$ cat src/rtl/vga_pkg.sv
// Shared definitions for the VGA pixel pipe: output mode encodings,
// default 640x480@60 timing and the counter-width helper.
package vga_pkg;

  typedef enum logic [1:0] {
    MODE_BG    = 2'd0,
    MODE_PASS  = 2'd1,
    MODE_BARS  = 2'd2,
    MODE_BLACK = 2'd3
  } vga_mode_e;

  localparam int VGA_H_ACTIVE = 640;
  localparam int VGA_H_FP     = 16;
  localparam int VGA_H_SYNC   = 96;
  localparam int VGA_H_BP     = 48;
  localparam int VGA_V_ACTIVE = 480;
  localparam int VGA_V_FP     = 10;
  localparam int VGA_V_SYNC   = 2;
  localparam int VGA_V_BP     = 33;

  // Bits needed to hold 0..n-1; never narrower than one bit.
  function automatic int cnt_w(input int n);
    return (n <= 2) ? 1 : $clog2(n);
  endfunction

endpackage

$ cat src/rtl/vga_delay_line.sv
// Tick-enabled shift register of configurable width and depth; keeps
// sync, enable and column flags in step with the pixel source latency.
module vga_delay_line #(
  parameter int WIDTH = 1,
  parameter int DEPTH = 2
) (
  input  logic             clk,
  input  logic             rst,
  input  logic             tick,
  input  logic [WIDTH-1:0] d,
  output logic [WIDTH-1:0] q
);

  logic [WIDTH-1:0] stage_reg [DEPTH];

  genvar gi;
  generate
    for (gi = 0; gi < DEPTH; gi++) begin : g_stage
      if (gi == 0) begin : g_head
        always_ff @(posedge clk or negedge rst) begin
          if (!rst) begin
            stage_reg[gi] <= '0;
          end else if (tick) begin
            stage_reg[gi] <= d;
          end
        end
      end else begin : g_tail
        always_ff @(posedge clk or negedge rst) begin
          if (!rst) begin
            stage_reg[gi] <= '0;
          end else if (tick) begin
            stage_reg[gi] <= stage_reg[gi-1];
          end
        end
      end
    end
  endgenerate

  assign q = stage_reg[DEPTH-1];

endmodule

$ cat src/rtl/vga_pixel_pipe.sv
// Parametrised VGA timing generator and registered RGB output stage.
// Build option: define VGA_TEST_PATTERN_EN to enable colour bars in mode 2.
module vga_pixel_pipe
  import vga_pkg::*;
#(
  parameter int   H_ACTIVE   = VGA_H_ACTIVE,
  parameter int   H_FP       = VGA_H_FP,
  parameter int   H_SYNC     = VGA_H_SYNC,
  parameter int   H_BP       = VGA_H_BP,
  parameter int   V_ACTIVE   = VGA_V_ACTIVE,
  parameter int   V_FP       = VGA_V_FP,
  parameter int   V_SYNC     = VGA_V_SYNC,
  parameter int   V_BP       = VGA_V_BP,
  parameter int   CLK_DIV    = 1,
  parameter int   COLOR_BITS = 2,
  parameter int   PIPE_LAT   = 2,
  parameter logic SYNC_POL   = 1'b0
) (
  input  logic                          clk,
  input  logic                          rst,
  input  logic [1:0]                    mode,
  input  logic [COLOR_BITS-1:0]         BP_R,
  input  logic [COLOR_BITS-1:0]         BP_G,
  input  logic [COLOR_BITS-1:0]         BP_B,
  output logic [cnt_w(H_ACTIVE)-1:0]    req_x,
  output logic [cnt_w(V_ACTIVE)-1:0]    req_y,
  output logic                          req_valid,
  output logic                          pix_tick,
  input  logic [3*COLOR_BITS-1:0]       pix_rgb,
  output logic                          hsync,
  output logic                          vsync,
  output logic                          de,
  output logic [3*COLOR_BITS-1:0]       rgb,
  output logic                          frame_start
);

  localparam int H_TOT = H_ACTIVE + H_FP + H_SYNC + H_BP;
  localparam int V_TOT = V_ACTIVE + V_FP + V_SYNC + V_BP;
  localparam int XW    = cnt_w(H_ACTIVE);
  localparam int YW    = cnt_w(V_ACTIVE);
  localparam int HW    = cnt_w(H_TOT + 1);
  localparam int VW    = cnt_w(V_TOT + 1);
  localparam int DW    = cnt_w(CLK_DIV);
  localparam int RGB_W = 3 * COLOR_BITS;

  localparam logic [DW-1:0] DIV_LAST = DW'(CLK_DIV - 1);
  localparam logic [HW-1:0] H_ACT_L  = HW'(H_ACTIVE);
  localparam logic [HW-1:0] H_SYN_S  = HW'(H_ACTIVE + H_FP);
  localparam logic [HW-1:0] H_SYN_E  = HW'(H_ACTIVE + H_FP + H_SYNC);
  localparam logic [HW-1:0] H_LAST   = HW'(H_TOT - 1);
  localparam logic [VW-1:0] V_ACT_L  = VW'(V_ACTIVE);
  localparam logic [VW-1:0] V_SYN_S  = VW'(V_ACTIVE + V_FP);
  localparam logic [VW-1:0] V_SYN_E  = VW'(V_ACTIVE + V_FP + V_SYNC);
  localparam logic [VW-1:0] V_LAST   = VW'(V_TOT - 1);

`ifdef VGA_TEST_PATTERN_EN
  localparam int DL_W = 4 + XW;
`else
  localparam int DL_W = 4;
`endif

  logic [DW-1:0]    div_cnt_reg;
  logic [HW-1:0]    h_cnt_reg;
  logic [VW-1:0]    v_cnt_reg;
  logic             run_reg;
  vga_mode_e        mode_reg;
  logic             de_raw;
  logic             hsync_raw;
  logic             vsync_raw;
  logic             frame_raw;
  logic [DL_W-1:0]  dl_in;
  logic [DL_W-1:0]  dl_out;
  logic [RGB_W-1:0] rgb_sel;

  // run_reg holds the strobe off until the first edge after reset release,
  // so pix_tick and req_valid read 0 while in reset even with CLK_DIV = 1.
  assign pix_tick  = run_reg && (div_cnt_reg == DIV_LAST);
  assign de_raw    = (h_cnt_reg < H_ACT_L) && (v_cnt_reg < V_ACT_L);
  assign hsync_raw = (h_cnt_reg >= H_SYN_S) && (h_cnt_reg < H_SYN_E);
  assign vsync_raw = (v_cnt_reg >= V_SYN_S) && (v_cnt_reg < V_SYN_E);
  assign frame_raw = (h_cnt_reg == '0) && (v_cnt_reg == '0);
  assign req_valid = run_reg && de_raw;
  assign req_x     = de_raw ? XW'(h_cnt_reg) : '0;
  assign req_y     = de_raw ? YW'(v_cnt_reg) : '0;

  always_ff @(posedge clk or negedge rst) begin
    if (!rst) begin
      div_cnt_reg <= '0;
      h_cnt_reg   <= '0;
      v_cnt_reg   <= '0;
      run_reg     <= 1'b0;
      mode_reg    <= MODE_BG;
    end else begin
      run_reg     <= 1'b1;
      div_cnt_reg <= (div_cnt_reg == DIV_LAST) ? '0 : div_cnt_reg + DW'(1);
      if (pix_tick) begin
        // Mode only changes on the request of pixel (0,0), never mid-frame.
        if (frame_raw) begin
          mode_reg <= vga_mode_e'(mode);
        end
        if (h_cnt_reg == H_LAST) begin
          h_cnt_reg <= '0;
          v_cnt_reg <= (v_cnt_reg == V_LAST) ? '0 : v_cnt_reg + VW'(1);
        end else begin
          h_cnt_reg <= h_cnt_reg + HW'(1);
        end
      end
    end
  end

`ifdef VGA_TEST_PATTERN_EN
  assign dl_in = {req_x, frame_raw, de_raw, vsync_raw, hsync_raw};
`else
  assign dl_in = {frame_raw, de_raw, vsync_raw, hsync_raw};
`endif

  vga_delay_line #(
    .WIDTH (DL_W),
    .DEPTH (PIPE_LAT)
  ) u_align (
    .clk  (clk),
    .rst  (rst),
    .tick (pix_tick),
    .d    (dl_in),
    .q    (dl_out)
  );

`ifdef VGA_TEST_PATTERN_EN
  logic [XW-1:0]    x_out;
  logic [2:0]       bar_idx;
  logic [RGB_W-1:0] bar_rgb;

  assign x_out   = dl_out[DL_W-1:4];
  assign bar_idx = 3'((int'(x_out) * 8) / H_ACTIVE);

  genvar gi;
  generate
    // Slice 0 is blue (LSBs) and follows bar bit 0; red follows bit 2.
    for (gi = 0; gi < 3; gi++) begin : g_bar
      assign bar_rgb[gi*COLOR_BITS +: COLOR_BITS] = {COLOR_BITS{bar_idx[gi]}};
    end
  endgenerate
`endif

  always_comb begin
    rgb_sel = '0;
    case (mode_reg)
      MODE_BG:   rgb_sel = {BP_R, BP_G, BP_B};
      MODE_PASS: rgb_sel = pix_rgb;
`ifdef VGA_TEST_PATTERN_EN
      MODE_BARS: rgb_sel = bar_rgb;
`endif
      default:   rgb_sel = '0;
    endcase
  end

  always_ff @(posedge clk or negedge rst) begin
    if (!rst) begin
      hsync       <= ~SYNC_POL;
      vsync       <= ~SYNC_POL;
      de          <= 1'b0;
      rgb         <= '0;
      frame_start <= 1'b0;
    end else begin
      frame_start <= pix_tick && dl_out[3] && dl_out[2];
      if (pix_tick) begin
        hsync <= dl_out[0] ? SYNC_POL : ~SYNC_POL;
        vsync <= dl_out[1] ? SYNC_POL : ~SYNC_POL;
        de    <= dl_out[2];
        rgb   <= dl_out[2] ? rgb_sel : '0;
      end
    end
  end

endmodule

$ cat config.mk
export PLATFORM = sky130hd
export DESIGN_NAME = vga_pixel_pipe
export DESIGN_NICKNAME = d
export VERILOG_FILES = /design/src/rtl/vga_pkg.sv /design/src/rtl/vga_delay_line.sv /design/src/rtl/vga_pixel_pipe.sv
export SDC_FILE = /design/constraint.sdc
export NUM_CORES = 1
export LEC_CHECK = 0
export CAP_MARGIN = 20
export CORE_MARGIN = 1
export CORE_UTILIZATION = 40
export CTS_BUF_LIST = sky130_fd_sc_hd__clkbuf_16
export DETAILED_ROUTE_END_ITERATION = 8
export HOLD_SLACK_MARGIN = 0.1
export PLACE_DENSITY = 0.61
export SYNTH_ARGS = -nofsm -noshare
export SYNTH_HDL_FRONTEND = slang
export SYNTH_HIERARCHICAL = 1
export SYNTH_SLANG_ARGS = --single-unit
$ cat constraint.sdc
create_clock -name clk -period 3.16 [get_ports clk]
set_input_delay 0.632 -clock clk [delete_from_list [all_inputs] [get_ports clk]]
set_output_delay 0.632 -clock clk [all_outputs]
set_load 0.05 [all_outputs]
==> impl_results.md <==
- Crit path DAT: 2.16 ns
- Netlist cell types: 47
- Critical Path Sink Type: output pin
- Worst-Margin Slew: 0.950 ns
- CP Launch Type: flop
- CP Max Fanout: 7
- Design Power: 0.00183 W
- Ys flop type: dfrtp_1
- CTS H-tree depth: 2
- Type of the tightest min-delay check: reg2reg
- Via density: 5.10
- Syn Inst Count: 222
- Outcome: complete, no violations
- Top Ports: 47
- Fin cells: 332
- WL final: 4680 um
- Share of post-route cells with drive strength above 1: 0.177
- NumNets Final: 279
- Total gr overflow: 0
- DR pass1 iterations: 4
- CTS buffer count: 5
- Period utilization: 0.884
- Vias in the first global route: 1,612
- Setup WS post-layout: 0.368 ns
- Leak pwr: 1.35 nW
- Input/output buffers: 46
- WS Path Type: reg2out
- Top post-synthesis cells by area: dfrtp_1 43%, mux2_4 5.3%, and2_1 4.1%
- Maximum VDD drop: 239 uV
- Detailed placement HPWL: 3320 um
- Routed via count: 1,693
- Synth top cells by count: 39 x dfrtp_1, 16 x inv_1, 16 x nand2_1, 15 x and2_1, 14 x nor2_1
- 1st-iter DRT viols: 116
- Die W: 77.4 um
- Die Height: 77.4 um
- Pwr dens: 607 mW/mm^2
- Fmax: 358 MHz
- Antenna-violating nets left: 0
- Initial core utilization: 0.413
- Antenna fix cells: 0
- Synth Cell Area: 0.00227 sq mm
- Max-slew headroom: 0.367
- Aggregate global-route resource usage: 0.169
- Full die area: 0.00599 sq mm
- Setup bufs post-CTS: 0
- Area Growth Syn to Fin: 32.8%
- Row cnt: 27
- Number of flops mapped to enable cells by yosys: 0
- Initial antenna violation count: 0
- #FFs+latches synth: 41
- Root cell of the clock tree: clkbuf_16
- Post-CTS Resized: 0
- Seq/Total Area, Yosys: 0.452
- Slew Limit Fails: 0
- Routability Congestion: 0.881
- TNS Setup: 0 ns
- Asr flop ratio synth: 1.00
- Hold Vio Cnt, Final: 0
- RSZ-0062 raised after global routing: no
- Core Footprint: 0.00551 sq mm
- Mapped Nets: 242
- Crit path required time: 2.53 ns
- # Max-Cap Violations: 0
- Avg Inst Size Synth: 10.2 sq um
- Clk_lat worst skew: 0.28 ns
- Clock Sinks: 41
- Worst-path clk slew: 0.06 ns
- CTS tree: built
- Min Tclk post-route: 2.79 ns
- Setup violations, final: 0
- Count leader, synth: dfrtp_1
- Placed cells: 324
- Max Root-Sink Buffers: 2
- First-pass GRT wire length: 7860 um
- Final core occ: 0.549
- Clock Skews: 0.00704 ns
- Synth warn: 6
- Area share of the largest cell type after synthesis: 0.429
- Leading area contributor after synthesis: dfrtp_1
- Hold Buf Count CTS: 0
- WL/cell: 14.1 um
- Worst slack, placed: 0.640 ns
- Residual DRC: 0
- Largest net degree at the start of global routing: 42
per-layer routing:
| layer | vias to the layer above | global-route usage | wire length (um) |
|---|---|---|---|
| met1 | 808 | 0.226 | 2260 |
| met3 | 6 | 0.0471 | 201 |
| met2 | 39 | 0.260 | 2160 |
| li1 | 840 | - | - |
| met5 | - | 0 | 0 |
| met4 | 0 | 0.0585 | 60 |
power breakdown:
part	internal [W]	switching, W
Sequential	0.000603	0.000100
Combinational	0.000285	0.000359
Clock	0.000289	0.000198
Total	0.00118	0.000658
critical path, cell delays in order (launching register included):
cell	delay, ns
dfrtp_1	0.47
nand2_1	0.13
nor2_1	0.12
nor4_1	0.30
clkdlybuf4s50_1	0.86
logic make-up (layout without fill, tap and decap cells):
logic type | count (synthesis) | after routing | share of synthesized area
AOI/OAI and AO/OA | 23 | 23 | 0.0671
xor gates and xnor gates | 7 | 7 | 0.0270
adders and majority gates | 4 | 4 | 0.0220
buffers and inverters | 35 | 73 | 0.0770
DFF | 41 | 41 | 0.452
muxes | 23 | 23 | 0.122
other | 1 | 1 | 0.00165
and+or+nand+nor | 88 | 88 | 0.231
per-stage QoR:
step                      area, sq um  hold WS, ns
after floorplan                  2270        0.336
after global placement           2880        0.407
after detailed placement         2880        0.413
after CTS                        3020        0.422
after global routing             3020        0.443
final                            3020        0.419
final timing paths:
kind / endpoint / cells after the start / from / slack [ns]
worst max-delay path: req_x[0] / 4 / v_cnt_reg[5] / 0.37
worst min-delay path: vsync / 1 / u_align/q[1] / 0.42
worst max register to register: mode_reg[0] / 6 / v_cnt_reg[0] / 1.23
worst min register to register: vsync / 1 / u_align/q[1] / 0.42
max in group asynchronous: v_cnt_reg[9] / 1 / rst / 2.07
min in group asynchronous: h_cnt_reg[7] / 1 / rst / 0.49
cell type report:
class	count	area, sq um
Fill cell	496	2490
Multi-Input combinational cell	146	1070
Sequential cell	41	1030
Timing Repair Buffer	49	628
Clock buffer	5	125
Tap cell	72	90.1
Inverter	16	60.1
Clock inverter	3	17.5
placed cells by master, fill, tap and decap left out, types with 9 or more instances in the layout:
master and instances:
clkdlybuf4s50_1 30, nand3_1 9, nand2_1 16, buf_12 15, and2_1 15, mux2i_1 9, dfrtp_1 39, inv_1 16
nor2_1 14
(Power assumes the default switching activity.)
